[src/rtl/uart_pkg.sv]
// Shared UART definitions: state encoding, default line settings, bit timing.
package uart_pkg;

  typedef enum logic [2:0] {
    IDLE,
    START,
    DATA,
    PARITY,
    STOP
  } uart_state_e;

  localparam int unsigned BandRateDef  = 115200;
  localparam int unsigned InclkFreqDef = 50_000_000;

  function automatic int unsigned clk_per_bit(
    input int unsigned freq,
    input int unsigned baud
  );
    return freq / baud;
  endfunction

endpackage

[src/rtl/uart_rx_sync.sv]
// Two-flop synchronizer for the serial line plus a falling-edge detect flop.
module uart_sync (
  input  logic clk,
  input  logic rst_n,
  input  logic rx,
  output logic rx_s,
  output logic fall
);

  logic meta_q;
  logic sync_q;
  logic dly_q;

  always_ff @(posedge clk or negedge rst_n) begin
    if (!rst_n) begin
      meta_q <= 1'b1;
      sync_q <= 1'b1;
      dly_q  <= 1'b1;
    end else begin
      meta_q <= rx;
      sync_q <= meta_q;
      dly_q  <= sync_q;
    end
  end

  assign rx_s = sync_q;
  assign fall = dly_q & ~sync_q;

endmodule

[src/rtl/uart_rx.sv]
// UART receiver, 8N1; define UART_RX_PARITY_EN for 8E1 with a parity_err pulse.
module uart_rx
  import uart_pkg::*;
#(
  parameter int unsigned BandRate  = BandRateDef,
  parameter int unsigned InclkFreq = InclkFreqDef
) (
  input  logic       clk,
  input  logic       rst_n,
  input  logic       rx,
  output logic [7:0] data,
  output logic       valid,
  output logic       frame_err,
  output logic       busy
`ifdef UART_RX_PARITY_EN
  ,
  output logic       parity_err
`endif
);

  localparam int unsigned ClkPerBit = clk_per_bit(InclkFreq, BandRate);
  localparam int unsigned HalfBit   = ClkPerBit / 2;
  localparam logic [15:0] BitLast   = 16'(ClkPerBit - 1);
  localparam logic [15:0] HalfLast  = 16'(HalfBit - 1);

  if (ClkPerBit < 8) begin : g_bad_rate
    $error("uart_rx: ClkPerBit must be at least 8");
  end

  logic rx_s;
  logic fall;

  uart_sync u_sync (
    .clk  (clk),
    .rst_n(rst_n),
    .rx   (rx),
    .rx_s (rx_s),
    .fall (fall)
  );

  uart_state_e state_q;
  logic [15:0] cnt_q;
  logic [2:0]  idx_q;
  logic [7:0]  shift_q;
  logic [7:0]  data_q;
  logic        valid_q;
  logic        ferr_q;
`ifdef UART_RX_PARITY_EN
  logic        par_bad_q;
  logic        perr_q;
`endif

  always_ff @(posedge clk or negedge rst_n) begin
    if (!rst_n) begin
      state_q   <= IDLE;
      cnt_q     <= '0;
      idx_q     <= '0;
      shift_q   <= '0;
      data_q    <= '0;
      valid_q   <= 1'b0;
      ferr_q    <= 1'b0;
`ifdef UART_RX_PARITY_EN
      par_bad_q <= 1'b0;
      perr_q    <= 1'b0;
`endif
    end else begin
      valid_q <= 1'b0;
      ferr_q  <= 1'b0;
`ifdef UART_RX_PARITY_EN
      perr_q  <= 1'b0;
`endif
      unique case (state_q)
        IDLE: begin
          if (fall) begin
            state_q <= START;
            cnt_q   <= '0;
          end
        end
        START: begin
          if (cnt_q == HalfLast) begin
            cnt_q   <= '0;
            idx_q   <= '0;
            // A line back high at mid-start was only a glitch
            state_q <= rx_s ? IDLE : DATA;
          end else begin
            cnt_q <= cnt_q + 16'd1;
          end
        end
        DATA: begin
          if (cnt_q == BitLast) begin
            cnt_q   <= '0;
            shift_q <= {rx_s, shift_q[7:1]};
            if (idx_q == 3'd7) begin
`ifdef UART_RX_PARITY_EN
              state_q <= PARITY;
`else
              state_q <= STOP;
`endif
            end else begin
              idx_q <= idx_q + 3'd1;
            end
          end else begin
            cnt_q <= cnt_q + 16'd1;
          end
        end
`ifdef UART_RX_PARITY_EN
        PARITY: begin
          if (cnt_q == BitLast) begin
            cnt_q     <= '0;
            par_bad_q <= rx_s ^ (^shift_q);
            state_q   <= STOP;
          end else begin
            cnt_q <= cnt_q + 16'd1;
          end
        end
`endif
        STOP: begin
          if (cnt_q == BitLast) begin
            cnt_q   <= '0;
            state_q <= IDLE;
            if (rx_s) begin
              data_q  <= shift_q;
              valid_q <= 1'b1;
            end else begin
              ferr_q <= 1'b1;
            end
`ifdef UART_RX_PARITY_EN
            perr_q <= par_bad_q;
`endif
          end else begin
            cnt_q <= cnt_q + 16'd1;
          end
        end
        default: state_q <= IDLE;
      endcase
    end
  end

  assign data      = data_q;
  assign valid     = valid_q;
  assign frame_err = ferr_q;
  assign busy      = (state_q != IDLE);
`ifdef UART_RX_PARITY_EN
  assign parity_err = perr_q;
`endif

endmodule

[config.mk]
export PLATFORM = sky130hd
export DESIGN_NAME = uart_rx
export DESIGN_NICKNAME = d
export VERILOG_FILES = /design/src/rtl/uart_pkg.sv /design/src/rtl/uart_rx_sync.sv /design/src/rtl/uart_rx.sv
export SDC_FILE = /design/constraint.sdc
export NUM_CORES = 1
export LEC_CHECK = 0
export BUFFER_PORTS_ARGS = -buffer_cell sky130_fd_sc_hd__buf_4
export CELL_PAD_IN_SITES_DETAIL_PLACEMENT = 0
export CELL_PAD_IN_SITES_GLOBAL_PLACEMENT = 1
export CORE_MARGIN = 3
export CORE_UTILIZATION = 52
export DETAILED_ROUTE_END_ITERATION = 16
export HOLD_SLACK_MARGIN = 0.12
export MAX_ROUTING_LAYER = met4
export PLACE_DENSITY_LB_ADDON = 0.1
export SETUP_SLACK_MARGIN = 0.2
export SYNTH_ARGS = -nofsm -noshare
export SYNTH_HDL_FRONTEND = slang
export SYNTH_SLANG_ARGS = --single-unit
[constraint.sdc]
create_clock -name clk -period 3.6 [get_ports clk]
set_input_delay 0.18 -clock clk [delete_from_list [all_inputs] [get_ports clk]]
set_output_delay 0.18 -clock clk [all_outputs]
set_load 0.03 [all_outputs]
* Word-level counts from Yosys, hierarchy flattened
Cells that the tools add are included.
** Word-level totals
- Flip-flop bits (word level) :: 43
- Logic and storage cells :: 57
** Cells by class
- $add $sub $neg :: 2
- Equality and inequality tests :: 12
- Multiplexer cells :: 21
- Bitwise logic cells :: 2
- Reduce and logical (&&, ||, !) cells :: 10
** Operator list (count)
- 16-bit two-way mux :: 3
- 16-bit case mux with 3 select lines :: 1
- 3-bit two-way mux :: 8
- 16-bit by 1-bit adder with 16-bit output (second input constant) :: 1
- 16-bit by 8-bit == test with 1-bit output (second input constant) :: 1
- 16-bit by 9-bit == test with 1-bit output (second input constant) :: 1
- 2-bit != test (second input constant) :: 6
- 3-bit case mux with 4 select lines :: 1
- 3-bit == test (second input constant) :: 2
- 1-bit two-way mux :: 6
- 3-bit case mux with 2 select lines :: 1
- 3-bit nonzero test :: 2
- 5-bit AND reduction :: 1
- 2-bit AND reduction :: 2
- 4-bit AND reduction :: 1
- 3-bit by 1-bit adder with 3-bit output (second input constant) :: 1
- 3-bit by 1-bit == test with 1-bit output (second input constant) :: 1
- 3-bit by 2-bit == test with 1-bit output (second input constant) :: 1
- 3-bit logical NOT :: 1
- 3-bit AND reduction :: 1
- 2-bit two-way mux :: 1
- 2-bit nonzero test :: 1
- 2-bit OR reduction :: 1
- 1-bit bitwise AND :: 1
- 1-bit NOT :: 1

* Depth between registers and ports, before layout
- Depth in word-level cells :: 4
- Mapped depth :: 8

* Hierarchy
From an unflattened synthesis, not the netlist that was laid out.
** Second synthesis, totals
- Cells, all modules :: 191
- Area total of the unflattened synthesis :: 2100.8 um2
** Modules (own cells, without submodules)
- uart_rx :: times used 1, cells each 187, area an instance 2008.2 um2
- uart_sync :: times used 1, cells each 4, area an instance 92.6 um2

* Least setup slack after synthesis
OpenSTA, ideal clock, no wires.
- Path kind :: reg2reg
- Start point :: reg idx_q[0]
- End point :: reg idx_q[2]
- Arrival time :: 1713 ps
- Path slack :: 1749 ps
- Cell stages (with the launch flop) :: 7
- Cells stage by stage :: dfrtp_1 -> ha_1 -> ha_1 -> or3b_2 -> a22oi_1 -> and2b_1 -> o221ai_1
** Between the ends
- Word-level cells in the longest chain between the ends :: 4
- Elaborated cells on any way between the ends :: 7
- Those cells by class :: add/sub (1); eq/ne (2); mux (3); reduce/logical (1)
** Ends and longest elaborated chain
- start: declaration :: RTL line uart_rx.sv:43 : logic [2:0] idx_q;
- start signal: assignment :: RTL line uart_rx.sv:100 : idx_q <= idx_q + 3'd1;
- 3-bit by 1-bit adder with 3-bit output :: RTL line uart_rx.sv:100
- 3-bit two-way mux :: RTL line uart_rx.sv:93 : if (idx_q == 3'd7) begin
- 3-bit two-way mux :: RTL line uart_rx.sv:90 : if (cnt_q == BitLast) begin
- 3-bit case mux with 2 select lines :: RTL line uart_rx.sv:72 : unique case (state_q)
Parallel ways exist; a longest one is shown, timed or not. The select of a mux whose other input is x is not followed.
A chain may end at the register's enable or synchronous reset.

* Worst setup path in the final report
- Start point :: reg cnt_q[13]
- End point :: reg cnt_q[5]
** Between the ends
- Word-level cells in the longest chain between the ends :: 3
- Elaborated cells on any way between the ends :: 5
- Those cells by class :: eq/ne (2); mux (3)
** Ends and longest elaborated chain
- start: declaration :: RTL line uart_rx.sv:42 : logic [15:0] cnt_q;
- start signal: assignment :: RTL line uart_rx.sv:86 : cnt_q <= cnt_q + 16'd1;
- start signal: assignment :: RTL line uart_rx.sv:103 : cnt_q <= cnt_q + 16'd1;
- start signal: assignment :: RTL line uart_rx.sv:131 : cnt_q <= cnt_q + 16'd1;
- 16-bit by 9-bit == test with 1-bit output or 16-bit by 8-bit == test with 1-bit output (tied branches) :: RTL line uart_rx.sv:90, uart_rx.sv:118, uart_rx.sv:80
- 16-bit two-way mux, on equally long branches :: RTL line uart_rx.sv:90, uart_rx.sv:118, uart_rx.sv:80
- 16-bit case mux with 3 select lines (*) :: RTL line uart_rx.sv:72
Every way passes the cells marked *; elsewhere a longest branch is shown, timed or not.

==> impl_metrics.json <==
{
  "status": "finished clean",
  "synth_nets": 202,
  "insertion_delay_ps": 300,
  "place_congestion": 0.858,
  "maxCapViolations": 0,
  "setup_violations": 0,
  "fp.dieH_um": 70.7,
  "fillCellCount": 314,
  "grt_pass1_wl_um": 7020,
  "avgRoutedWirePerCell_um": 15.4,
  "port_buffers": 13,
  "fin_crit_ps": 2160,
  "drc": 0,
  "final_common_cell": "dfrtp_1",
  "slew_viol_final": 0,
  "max_freq_mhz": 462,
  "die_w_um": 70.7,
  "nNetsFinal": 220,
  "layout_common_cells": "dfrtp_1, nand2_1, buf_4",
  "finalCritPeriodShare_pct": 60.1,
  "cts.sinks": 43,
  "cts_buffers": 5,
  "reg2regPathDepth": 5,
  "crit_chain": "nor4_2 -> and4_4 -> a2bb2oi_2 -> o21ai_0 -> a22o_1",
  "hold_depth": 0,
  "p_per_area_nw_per_um2": 515,
  "vias_per_cell": 5.92,
  "coreArea_um2": 3850,
  "fin_skew_ps": 8.23,
  "slew_headroom_pct": 65.0,
  "cts-root-buf": "clkbuf_8",
  "via_count": 1545,
  "hold_start": "u_sync.meta_q",
  "grt_max_degree": 44,
  "ant_nets": 0,
  "r2r_start": "cnt_q[13]",
  "ys.flop_type": "dfrtp_1",
  "wl_um": 4020,
  "io_pins": 14,
  "drtIter0Drc": 68,
  "synth_top_area_share_pct": 46.0,
  "rr_endpoint": "cnt_q[5]",
  "hold_viol_final": 0,
  "cpPeakStageDelay_ps": 450,
  "cp-end-kind": "flop",
  "die_area_um2": 4990,
  "p_leak_nw": 1.09,
  "crit_fanout": 12,
  "rows": 22,
  "setup-tns-final_ps": 0,
  "final_layout_size_suffix_gt1_share_pct": 24.4,
  "yosys.area.top_type": "dfrtp_1",
  "global_route.usage.total_pct": 18.2,
  "critPathSlowestCell": "dfrtp_1",
  "clockBufferDepth": 2,
  "syn-cell-area_um2": 2170,
  "tightest_slew_ps": 520,
  "ff_latch_area_um2": 1080,
  "start_kind": "flop",
  "synth_edf_count": 0,
  "cts_tree": "built",
  "synth_cell_types": 53,
  "multiInputGateArea_um2": 1020,
  "hp-class": "reg2reg",
  "path_clk_slew_ps": 80,
  "ir_worst_vdd_v": 0.000310,
  "critPathKind": "reg2reg",
  "dpl.hpwl_um": 2810,
  "worstPathArrival_ps": 2350,
  "n_antenna_cell": 0,
  "start_util_pct": 56.4,
  "required_ps": 3790,
  "antenna_found_initial": 0,
  "syn_avg_cell_area_um2": 11.2,
  "firstDrtPassIters": 4,
  "synthTopCellsByArea": "dfrtp_1, mux2_4, mux2_2",
  "synth-seq-cells": 43,
  "netlist_instances": 194,
  "ys_seq_area_share_pct": 49.7,
  "synthArstFlopShare_pct": 100,
  "ff2ff_setup_slack_ps": 1440,
  "hold_ws_ps": 363,
  "grt_overflow": 0,
  "grt_setup_unrepaired": "false",
  "synth_warnings": 0,
  "area_growth_pct": 11.2,
  "postCtsSetupRepairBufs": 0,
  "htreeDepth": 2,
  "grt_pass1_vias": 1499,
  "hold_end": "u_sync.rx_s"
}
==> report_power, final <==
part	internal, mW	switching, mW
Sequential	0.512	0.0448
Combinational	0.145	0.231
Clock	0.139	0.173
Total	0.796	0.449
==> flip-flops by register name (all words and copies together), names as in the netlist <==
signal / flops
cnt_q: 16
data: 8
shift_q: 8
idx_q: 3
state_q: 3
frame_err: 1
u_sync.dly_q: 1
u_sync.meta_q: 1
u_sync.rx_s: 1
valid: 1
==> metal layers <==
metal  wire length, µm  up-vias  track usage (%)  part of all wire [%]
li1                  -      757                -                     -
met1              1850      749             24.5                    46
met2              1970       33             27.2                    49
met3               144        6             4.83                   3.6
met4                48        0             5.64                   1.2
met5                 0        -                -                     0
==> stage by stage <==
stage                     power (mW)  setup WS (ps)  area [µm²]  cells  util, %
after floorplan                0.838           1750        2170    194        -
after global placement         0.927           1560        2310    251     59.8
after detailed placement       0.941           1470        2310    251     59.8
after CTS                       1.25           1460        2420    261     62.8
after global routing            1.33           1340        2420    261     62.8
final                           1.24           1440        2420    261     62.8
==> critical path, delay by kind of cell (launching register included) <==
kind            cells  cell delay, ps
compound gates      3             720
flops               1             450
simple gates        2             890
==> final cells by class <==
cell class | count | share of cell area [%]
Clock buffer | 5 | 2.85
Clock inverter | 3 | 0.983
Inverter | 12 | 1.86
Tap cell | 48 | 2.48
Timing Repair Buffer | 16 | 5.17
Sequential cell | 43 | 44.6
Multi-Input combinational cell | 134 | 42.0
==> cell families (layout without fill, tap and decap cells) <==
| logic type | Yosys count | count (layout) | share of synthesized area, % |
|---|---|---|---|
| adder cells (fa/ha/maj) | 6 | 6 | 3.34 |
| buffers and inverters | 17 | 36 | 3.62 |
| AND/OR/NAND/NOR | 69 | 69 | 19.7 |
| XOR/XNOR | 2 | 2 | 0.806 |
| AO/OA/AOI/OAI | 42 | 42 | 13.9 |
| flip-flops | 43 | 43 | 49.7 |
| multiplexers | 15 | 15 | 8.98 |
==> worst max path at each step <==
| stage | start | cells past startpoint | slack, ps | to |
|---|---|---|---|---|
| global placement | cnt_q[13] | 5 | 1560 | cnt_q[5] |
| global route | cnt_q[13] | 5 | 1340 | idx_q[2] |
| finish | cnt_q[13] | 5 | 1440 | cnt_q[5] |
| detailed placement | cnt_q[13] | 5 | 1470 | cnt_q[5] |
| CTS | cnt_q[13] | 5 | 1460 | cnt_q[5] |
| floorplan | idx_q[0] | 6 | 1750 | idx_q[2] |
==> cell usage after synthesis (2+ instances only) <==
| cell type | instances |
|---|---|
| mux2_4 | 7 |
| a22o_1 | 3 |
| o21ai_0 | 10 |
| o221ai_1 | 3 |
| nor3_1 | 5 |
| dfrtp_1 | 40 |
| nand2_1 | 17 |
| nor2_1 | 10 |
| a31oi_1 | 4 |
| nand3_1 | 4 |
| a21oi_1 | 7 |
| o21ai_1 | 3 |
| xnor2_1 | 2 |
| o22ai_1 | 2 |
| inv_1 | 12 |
| buf_2 | 3 |
| ha_1 | 5 |
| dfstp_2 | 3 |
| a41oi_1 | 4 |
| mux2_2 | 8 |
| and3_1 | 3 |
| nand4_1 | 7 |
| or3_1 | 2 |
==> what timing repair did <==
action,CTS,global route
setup endpoints to repair,0,0
gates resized for setup,0,0
hold buffers,2,0
endpoints found under the hold margin,41,0
No activity file was read; power rests on OpenSTA's default activity.
